[config.mk]
export PLATFORM = sky130hd
export DESIGN_NAME = ball_motion
export DESIGN_NICKNAME = d
export VERILOG_FILES = /design/src/rtl/ball_motion.sv
export SDC_FILE = /design/constraint.sdc
export NUM_CORES = 1
export LEC_CHECK = 0
export ABC_CLOCK_PERIOD_IN_PS = 4810
export BUFFER_PORTS_ARGS = -buffer_cell sky130_fd_sc_hd__buf_4
export CAP_MARGIN = 20
export CORE_MARGIN = 2
export CORE_UTILIZATION = 35
export CTS_CLUSTER_SIZE = 14
export DETAILED_ROUTE_END_ITERATION = 8
export HOLD_SLACK_MARGIN = 0.05
export PLACE_DENSITY_LB_ADDON = 0.25
export SYNTH_ARGS = -nofsm -noshare
export SYNTH_HDL_FRONTEND = slang
export SYNTH_SLANG_ARGS = --single-unit
[constraint.sdc]
create_clock -name clk -period 4.81 [get_ports clk]
set_input_delay 0.7215 -clock clk [delete_from_list [all_inputs] [get_ports clk]]
set_output_delay 0.7215 -clock clk [all_outputs]
set_load 0.01 [all_outputs]
[src/rtl/ball_motion.sv]
// ball_motion: per-frame position update for the ball sprite.
// Holds the ball at centre while serving, then moves it every frame tick,
// bouncing off the top/bottom walls and the paddles, and pulses a score
// output when a paddle misses.
// Optional: define BALL_SPEEDUP_EN to add one pixel/frame of speed per
// paddle hit, saturating at MAX_SPEED.

`ifndef X_POS_W
`define X_POS_W 10
`endif
`ifndef Y_POS_W
`define Y_POS_W 10
`endif

module ball_motion #(
    parameter int SCREEN_W       = 640,
    parameter int SCREEN_H       = 480,
    parameter int BALL_W         = 10,
    parameter int BALL_H         = 10,
    parameter int PADDLE_W       = 10,
    parameter int PADDLE_H       = 60,
    parameter int LEFT_PADDLE_X  = 20,
    parameter int RIGHT_PADDLE_X = 610,
    parameter int SPEED          = 2,
    parameter int MAX_SPEED      = 6,
    parameter int SERVE_FRAMES   = 60
) (
    input  logic                clk,
    input  logic                rst,
    input  logic                frame_tick_i,
    input  logic [`Y_POS_W-1:0] left_paddle_y,
    input  logic [`Y_POS_W-1:0] right_paddle_y,
    output logic [`X_POS_W-1:0] ball_x_o,
    output logic [`Y_POS_W-1:0] ball_y_o,
    output logic                serving_o,
    output logic                score_left_o,
    output logic                score_right_o
);
    localparam int XW        = `X_POS_W;
    localparam int YW        = `Y_POS_W;
    localparam int SPD_TOP   = (MAX_SPEED > SPEED) ? MAX_SPEED : SPEED;
    localparam int SPD_W     = $clog2(SPD_TOP + 1);
    localparam int CNT_W     = (SERVE_FRAMES > 1) ? $clog2(SERVE_FRAMES) : 1;

    localparam logic [XW-1:0]    CENTRE_X   = XW'((SCREEN_W - BALL_W) / 2);
    localparam logic [YW-1:0]    CENTRE_Y   = YW'((SCREEN_H - BALL_H) / 2);
    localparam logic [YW-1:0]    Y_MAX      = YW'(SCREEN_H - BALL_H);
    localparam logic [XW-1:0]    LEFT_REST  = XW'(LEFT_PADDLE_X + PADDLE_W);
    localparam logic [XW-1:0]    RIGHT_REST = XW'(RIGHT_PADDLE_X - BALL_W);
    localparam logic [SPD_W-1:0] SPEED_INIT = SPD_W'(SPEED);
    localparam logic [CNT_W-1:0] CNT_LAST   = CNT_W'(SERVE_FRAMES - 1);

    // One extra bit on every comparison so sums of position and size never wrap.
    localparam logic [XW:0] LEFT_FACE  = (XW+1)'(LEFT_PADDLE_X + PADDLE_W);
    localparam logic [XW:0] RIGHT_FACE = (XW+1)'(RIGHT_PADDLE_X);
    localparam logic [XW:0] X_LIMIT    = (XW+1)'(SCREEN_W);
    localparam logic [XW:0] BW_X       = (XW+1)'(BALL_W);
    localparam logic [YW:0] Y_LIMIT    = (YW+1)'(SCREEN_H);
    localparam logic [YW:0] BH_Y       = (YW+1)'(BALL_H);
    localparam logic [YW:0] PH_Y       = (YW+1)'(PADDLE_H);

    typedef enum logic [1:0] {SERVE = 2'd0, MOVE = 2'd1, SCORE = 2'd2} state_t;

    state_t           state_reg, state_next;
    logic [XW-1:0]    ball_x_reg, ball_x_next;
    logic [YW-1:0]    ball_y_reg, ball_y_next;
    logic             dir_x_reg, dir_x_next;   // 1 = moving right
    logic             dir_y_reg, dir_y_next;   // 1 = moving down
    logic [SPD_W-1:0] speed_reg, speed_next;
    logic [CNT_W-1:0] serve_cnt_reg, serve_cnt_next;
    logic             score_left_reg, score_left_next;
    logic             score_right_reg, score_right_next;

    logic [XW:0]      x_w, spd_x;
    logic [YW:0]      y_w, spd_y, lpy_w, rpy_w;
    logic             hit_left, hit_right, miss_any;
    logic [SPD_W-1:0] speed_bumped;

    assign x_w   = {1'b0, ball_x_reg};
    assign y_w   = {1'b0, ball_y_reg};
    assign spd_x = (XW+1)'(speed_reg);
    assign spd_y = (YW+1)'(speed_reg);
    assign lpy_w = {1'b0, left_paddle_y};
    assign rpy_w = {1'b0, right_paddle_y};

    // Paddle contact: the ball's leading edge reaches or crosses the paddle face
    // this frame while starting on the playfield side, with vertical overlap.
    assign hit_left  = (x_w <= LEFT_FACE + spd_x) && (x_w >= LEFT_FACE) &&
                       (y_w + BH_Y > lpy_w) && (y_w < lpy_w + PH_Y);
    assign hit_right = (x_w + BW_X + spd_x >= RIGHT_FACE) && (x_w + BW_X <= RIGHT_FACE) &&
                       (y_w + BH_Y > rpy_w) && (y_w < rpy_w + PH_Y);

`ifdef BALL_SPEEDUP_EN
    assign speed_bumped = (speed_reg < SPD_W'(MAX_SPEED)) ? speed_reg + SPD_W'(1) : speed_reg;
`else
    assign speed_bumped = speed_reg;
`endif

    // Next-state and next-position logic; everything waits for a frame tick
    // except the single-cycle SCORE state.
    always_comb begin
        state_next       = state_reg;
        ball_x_next      = ball_x_reg;
        ball_y_next      = ball_y_reg;
        dir_x_next       = dir_x_reg;
        dir_y_next       = dir_y_reg;
        speed_next       = speed_reg;
        serve_cnt_next   = serve_cnt_reg;
        score_left_next  = 1'b0;
        score_right_next = 1'b0;
        miss_any         = 1'b0;
        case (state_reg)
            SERVE: begin
                if (frame_tick_i) begin
                    if (serve_cnt_reg == CNT_LAST) begin
                        serve_cnt_next = '0;
                        state_next     = MOVE;
                    end else begin
                        serve_cnt_next = serve_cnt_reg + CNT_W'(1);
                    end
                end
            end
            MOVE: begin
                if (frame_tick_i) begin
                    if (!dir_y_reg) begin
                        if (y_w <= spd_y) begin
                            ball_y_next = '0;
                            dir_y_next  = 1'b1;
                        end else begin
                            ball_y_next = YW'(y_w - spd_y);
                        end
                    end else begin
                        if (y_w + BH_Y + spd_y >= Y_LIMIT) begin
                            ball_y_next = Y_MAX;
                            dir_y_next  = 1'b0;
                        end else begin
                            ball_y_next = YW'(y_w + spd_y);
                        end
                    end
                    if (!dir_x_reg) begin
                        if (hit_left) begin
                            ball_x_next = LEFT_REST;
                            dir_x_next  = 1'b1;
                            speed_next  = speed_bumped;
                        end else if (x_w <= spd_x) begin
                            miss_any         = 1'b1;
                            score_right_next = 1'b1;
                            dir_x_next       = 1'b0;   // serve toward the left player
                        end else begin
                            ball_x_next = XW'(x_w - spd_x);
                        end
                    end else begin
                        if (hit_right) begin
                            ball_x_next = RIGHT_REST;
                            dir_x_next  = 1'b0;
                            speed_next  = speed_bumped;
                        end else if (x_w + BW_X + spd_x >= X_LIMIT) begin
                            miss_any        = 1'b1;
                            score_left_next = 1'b1;
                            dir_x_next      = 1'b1;    // serve toward the right player
                        end else begin
                            ball_x_next = XW'(x_w + spd_x);
                        end
                    end
                    if (miss_any) begin
                        ball_x_next = CENTRE_X;
                        ball_y_next = CENTRE_Y;
                        speed_next  = SPEED_INIT;
                        state_next  = SCORE;
                    end
                end
            end
            SCORE: begin
                serve_cnt_next = '0;
                state_next     = SERVE;
            end
            default: begin
                state_next = SERVE;
            end
        endcase
    end

    // State and position registers with asynchronous reset to the serve position.
    always_ff @(posedge clk or posedge rst) begin
        if (rst) begin
            state_reg       <= SERVE;
            ball_x_reg      <= CENTRE_X;
            ball_y_reg      <= CENTRE_Y;
            dir_x_reg       <= 1'b1;
            dir_y_reg       <= 1'b1;
            speed_reg       <= SPEED_INIT;
            serve_cnt_reg   <= '0;
            score_left_reg  <= 1'b0;
            score_right_reg <= 1'b0;
        end else begin
            state_reg       <= state_next;
            ball_x_reg      <= ball_x_next;
            ball_y_reg      <= ball_y_next;
            dir_x_reg       <= dir_x_next;
            dir_y_reg       <= dir_y_next;
            speed_reg       <= speed_next;
            serve_cnt_reg   <= serve_cnt_next;
            score_left_reg  <= score_left_next;
            score_right_reg <= score_right_next;
        end
    end

    assign ball_x_o      = ball_x_reg;
    assign ball_y_o      = ball_y_reg;
    assign serving_o     = (state_reg == SERVE);
    assign score_left_o  = score_left_reg;
    assign score_right_o = score_right_reg;

endmodule
==> results of run 1 <==
[cell families (layout without fill, tap and decap cells)]
logic type	after synthesis	in the layout	synth area share, %
compound gates	161	161	26.91
xor+xnor	29	29	6.208
fa+ha+maj	51	51	15.60
buf+inv	69	103	6.911
flops	32	32	20.00
mux	4	4	1.009
simple gates	186	186	23.36
[placed cells by master, fill, tap and decap left out, drive strengths merged, types with 7 or more instances in the layout]
| cell type | synthesis | routed |
|---|---|---|
| buf | 10 | 53 |
| ha | 51 | 51 |
| nor2 | 44 | 44 |
| inv | 42 | 42 |
| nand2 | 40 | 40 |
| a21oi | 36 | 36 |
| o21ai | 32 | 32 |
| nand3 | 27 | 27 |
| xnor2 | 21 | 21 |
| nor3 | 19 | 19 |
| dfrtp | 18 | 18 |
| dfstp | 14 | 14 |
| nand4 | 13 | 13 |
| a211oi | 12 | 12 |
| a31oi | 10 | 10 |
| o31ai | 9 | 9 |
| xor2 | 8 | 8 |
| and3 | 7 | 7 |
| a21o | 7 | 7 |
[where the power goes]
| group | leakage (uW) | total, uW | switching [uW] | internal (uW) |
|---|---|---|---|---|
| clock network | 0.0000691 | 332 | 126 | 206 |
| registers | 0.000369 | 613 | 232 | 381 |
| logic | 0.00161 | 1330 | 753 | 578 |
[synthesized netlist by cell type, drive strengths merged, types with 4 or more instances]
cell / n / share of area (%)
o211ai: 4 / 0.73
ha: 51 / 16
dfrtp: 18 / 11
a211oi: 12 / 2.3
buf: 10 / 1.5
nand2b: 5 / 0.76
clkbuf: 17 / 1.6
nand3: 27 / 3.3
nor2: 44 / 4.0
nor2b: 6 / 0.92
xnor2: 21 / 4.5
nand2: 40 / 3.7
nand4: 13 / 2.4
xor2: 8 / 1.7
and2: 4 / 0.61
and3: 7 / 1.1
dfstp: 14 / 9.0
a21o: 7 / 1.3
a21oi: 36 / 4.7
nor4: 6 / 1.1
o21a: 4 / 0.73
a22o: 4 / 0.86
a31oi: 10 / 1.5
o31ai: 9 / 1.7
o21ai: 32 / 3.9
nor3: 19 / 2.6
a211o: 4 / 0.86
inv: 42 / 3.9
[through the flow]
step                total power (uW)  setup slack [ps]  std cells  cell area, sq um  hold slack [ps]
floorplan                       1519              1135        532              4091            445.5
global placement                1908             743.4        701              4543            467.7
detailed placement              1938             647.2        701              4543            477.1
CTS                             2276             604.6        709              4697            484.5
global route                    2493             272.5        709              4697            525.5
finish                          2275             600.3        709              4697            484.1
[layer usage]
layer,part of all wire (%),track usage (%)
met1,49,29.69
met2,45,30.96
met3,5.1,2.430
met4,0.69,3.089
met5,0,0
[final cells by class]
| class | instances | area [sq um] |
|---|---|---|
| inverter | 42 | 157.7 |
| fill | 1207 | 6721 |
| tap | 143 | 178.9 |
| clock inverter | 2 | 15.01 |
| sequential | 32 | 818.3 |
| multi-input combinational | 431 | 2990 |
| clock buffer | 6 | 138.9 |
| timing repair buffer | 53 | 397.9 |
[final timing paths]
| kind | slack [ps] | endpoint | startpoint | depth (start not counted) |
|---|---|---|---|---|
| setup / recovery | 600 | ball_y_o[9] | ball_y_o[2] | 13 |
| hold / removal | 480 | serve_cnt_reg[4] | serve_cnt_reg[4] | 1 |
| setup reg to reg | 600 | ball_y_o[9] | ball_y_o[2] | 13 |
| hold reg to reg | 480 | serve_cnt_reg[4] | serve_cnt_reg[4] | 1 |
| max in group asynchronous | 3920 | ball_x_o[4] | rst | 3 |
| min in group asynchronous | 530 | serve_cnt_reg[0] | rst | 3 |
==> impl_metrics.tcl, run 1 <==
set metrics [dict create \
    cpMostUsedCell "ha_1" \
    p_leak_uw 0.002046 \
    clk_pin_slew_ps 60 \
    post-route-util_pct 41.14 \
    synthFlopType "dfrtp_1" \
    async_flop_share_pct 100.0 \
    cts_resized 0 \
    status "finished, final reports clean" \
    core_area_sq_um 11420 \
    critical_path.max_fanout 15 \
    drcViolationCount 0 \
    die_w_microns 112.1 \
    finalSetupViolations 0 \
    fmax_mhz 237.5 \
    final_hold_viol_count 0 \
    globalRouteOverflowTotal 0 \
    antenna_left 0 \
    synthDistinctLibCells 70 \
    grt_pass1_vias 4012 \
    wl_microns 12290 \
    start_util_pct 35.83 \
    cts.hold.buffers_added 0 \
    routed_via_density 5.808 \
    grt_pass1_wl_microns 20640 \
    vdd_drop_max_mv 0.2277 \
    syn_avg_cell_area_sq_um 7.691 \
    crit_required_ps 5020 \
    finClkSkew_ps 8.230 \
    cts_buffer_depth 2 \
    die_y_microns 112.1 \
    gp_congestion 0.8627 \
    grt_usage_pct 19.76 \
    clock_sinks 32 \
    wl_per_cell_microns 17.33 \
    critPathMaxStageDelay_ps 650 \
    ios 46 \
    io_buffers 45 \
    path_buf_inv 0 \
    synth_edf_count 0 \
    layout-drive-gt1-share_pct 15.19 \
    dp_hpwl_microns 9268 \
    clk_latency_ps 280 \
    cts_setup_buffers 0 \
    cts-root-buf "clkbuf_16" \
    antenna_cells 0 \
    syn_to_final_growth_pct 14.80 \
    synth_cells 532 \
    ys_ff_latch 32 \
    cpMaxStageDelayCell "dfrtp_1" \
    setup_tns_ps 0 \
    rows 39 \
    rsz0062_at_grt "false" \
    cts_tree "yes" \
    dieArea_sq_um 12570 \
    critPathTopFamily "simple AND/OR/NAND/NOR gates" \
    synthesis.nets 606 \
    grt_max_degree 33 \
    setup.worst_path.class "flop to flop" \
    drt_iter0_drc 303 \
    hp-class "flop to flop" \
    cap_violations 0 \
    yosys_warnings 0 \
    crit_path_end_kind "flop" \
    ys_seq_area_share_pct 20.00 \
    cp.arrival_ps 4420 \
    cts_buffers 5 \
    cts_max_level 2 \
    antenna_found_initial 0 \
    cp-start-kind "flop" \
    netlist_area_sq_um 4091 \
    maxSlewViolCount 0 \
    post-route-min-period_ps 4210 \
    dr.pass1.iters 6 \
    slew_headroom_pct 55.47 \
    power_density_nw_per_um2 484.4 \
    vias 4118 \
    crit_chain "ha_1 -> o21ai_0 -> xnor2_1 -> ha_1 -> nand4_1 -> a211oi_1 -> a311oi_1 -> o31a_1 -> or4_1 -> and3_1 -> nor3_4 -> a32oi_1 -> o21ai_1" \
    worst_pin_slew_ps 661.9 \
    post-route-period-util_pct 87.52 \
    fin_nets 639 \
]
Power figures use the tool's default switching activity.
==> run 2: changes to the inputs <==
Settings changed: BUFFER_PORTS_ARGS -buffer_cell sky130_fd_sc_hd__buf_4 to not set, DONT_BUFFER_PORTS set to 1.
==> run 2 against run 1 <==
  * Critical path depth increased by 1
  * Combinational power down 8%
  * Fmax down 1.4%
  * Total power decreased by 3.1%
  * Critical path type unchanged
  * Clock power rose by 7.2%
==> impl_metrics.tcl, run 2 (synthesis gave the netlist of run 1 again) <==
set metrics [dict create \
    routed_via_density 5.971 \
    clk_latency_ps 280 \
    antenna_cells 0 \
    fin_nets 594 \
    crit_required_ps 5010 \
    final_hold_viol_count 0 \
    core_area_sq_um 11420 \
    post-route-util_pct 38.26 \
    drt_iter0_drc 330 \
    post-route-min-period_ps 4268 \
    globalRouteOverflowTotal 0 \
    p_leak_uw 0.001838 \
    cp.arrival_ps 4470 \
    finalSetupViolations 0 \
    cts_max_level 2 \
    drcViolationCount 0 \
    antenna_found_initial 0 \
    gp_congestion 0.8931 \
    clock_sinks 32 \
    critical_path.max_fanout 14 \
    ios 46 \
    wl_microns 11740 \
    seqCellArea_sq_um 818.3 \
    maxSlewViolCount 0 \
    syn_to_final_growth_pct 6.789 \
    rows 39 \
    grt_usage_pct 18.55 \
    fillerInstances 1162 \
    fmax_mhz 234.3 \
    clk_pin_slew_ps 60 \
    cts_setup_buffers 0 \
    grt_pass1_vias 3716 \
    antenna_left 0 \
    vias 3965 \
    grt_pass1_wl_microns 19180 \
    setup_tns_ps 0 \
    slew_headroom_pct 54.30 \
    hp-class "input pin to async pin" \
    cts_buffer_depth 2 \
    rsz0062_at_grt "false" \
    finClkSkew_ps 9.174 \
    die_y_microns 112.1 \
    crit_path_end_kind "flop" \
    dp_hpwl_microns 8897 \
    cts-root-buf "clkbuf_16" \
    cp-start-kind "flop" \
    cap_violations 0 \
    cts_buffers 5 \
    die_w_microns 112.1 \
    post-route-period-util_pct 88.72 \
    grt_max_degree 31 \
    power_density_nw_per_um2 504.4 \
    dieArea_sq_um 12570 \
    start_util_pct 35.83 \
    vdd_drop_max_mv 0.2767 \
    dr.pass1.iters 5 \
    wl_per_cell_microns 17.69 \
    status "finished, final reports clean" \
    setup.worst_path.class "flop to flop" \
    final_common_cell "ha_1" \
    multiInputGateArea_sq_um 2990 \
    cts_tree "yes" \
    cts_resized 0 \
    io_buffers 0 \
    mostFrequentLayoutCells "51 x ha_1, 44 x nor2_1, 42 x inv_1, 40 x nand2_1, 35 x a21oi_1" \
    layout-drive-gt1-share_pct 7.678 \
    cts.hold.buffers_added 0 \
    worst_pin_slew_ps 679.2 \
]
## run 2: through the flow
step | area, sq um | instances | hold slack, ps | worst slack (ps) | power [uW]
detailed placement | 4205 | 656 | 479.3 | 610.7 | 1832
global route | 4369 | 664 | 200.7 | 225.5 | 2391
floorplan | 4091 | 532 | 445.5 | 1135 | 1519
finish | 4369 | 664 | 196.5 | 542.3 | 2204
global placement | 4205 | 656 | 473.7 | 747.5 | 1814
CTS | 4369 | 664 | 193.5 | 593.2 | 2199
## run 2: routing by layer
layer,vias up,routed length [microns],GRT usage (%)
li1,1949,-,-
met1,1879,5804,27.44
met2,128,5099,28.63
met3,9,691,2.970
met4,0,147,3.821
met5,-,0,0
## run 2: layout make-up
type	count	area share [%]
tap	143	4.095
clock inverter	2	0.8018
sequential	32	18.73
inverter	42	3.608
timing repair buffer	8	1.375
clock buffer	6	2.950
multi-input combinational	431	68.44
## run 2: worst paths after layout
check / startpoint / to / slack, ps / cells past startpoint
max in group asynchronous: rst / ball_x_o[0] / 3990 / 2
min reg2reg: serve_cnt_reg[4] / serve_cnt_reg[4] / 500 / 1
min in group clk: serve_cnt_reg[4] / serve_cnt_reg[4] / 500 / 1
max reg2reg: ball_y_o[1] / ball_y_o[9] / 540 / 14
max: ball_y_o[1] / ball_y_o[9] / 540 / 14
min: rst / score_left_o / 200 / 1
## run 2: worst max-delay path: stages, from the launching register on
cell,delay [ps]
dfstp_2,710
ha_1,390
nor2_1,120
nor2_1,220
xor2_1,140
ha_1,320
nand4_1,140
a211oi_1,250
a311oi_1,70
o31a_1,260
or4_1,540
and3_1,280
nor3_4,460
a32oi_1,170
o21ai_1,110
## run 2: power breakdown
part | switching, uW | internal, uW
Clock | 113 | 243
Combinational | 715 | 508
Sequential | 244 | 382
Total | 1070 | 1130
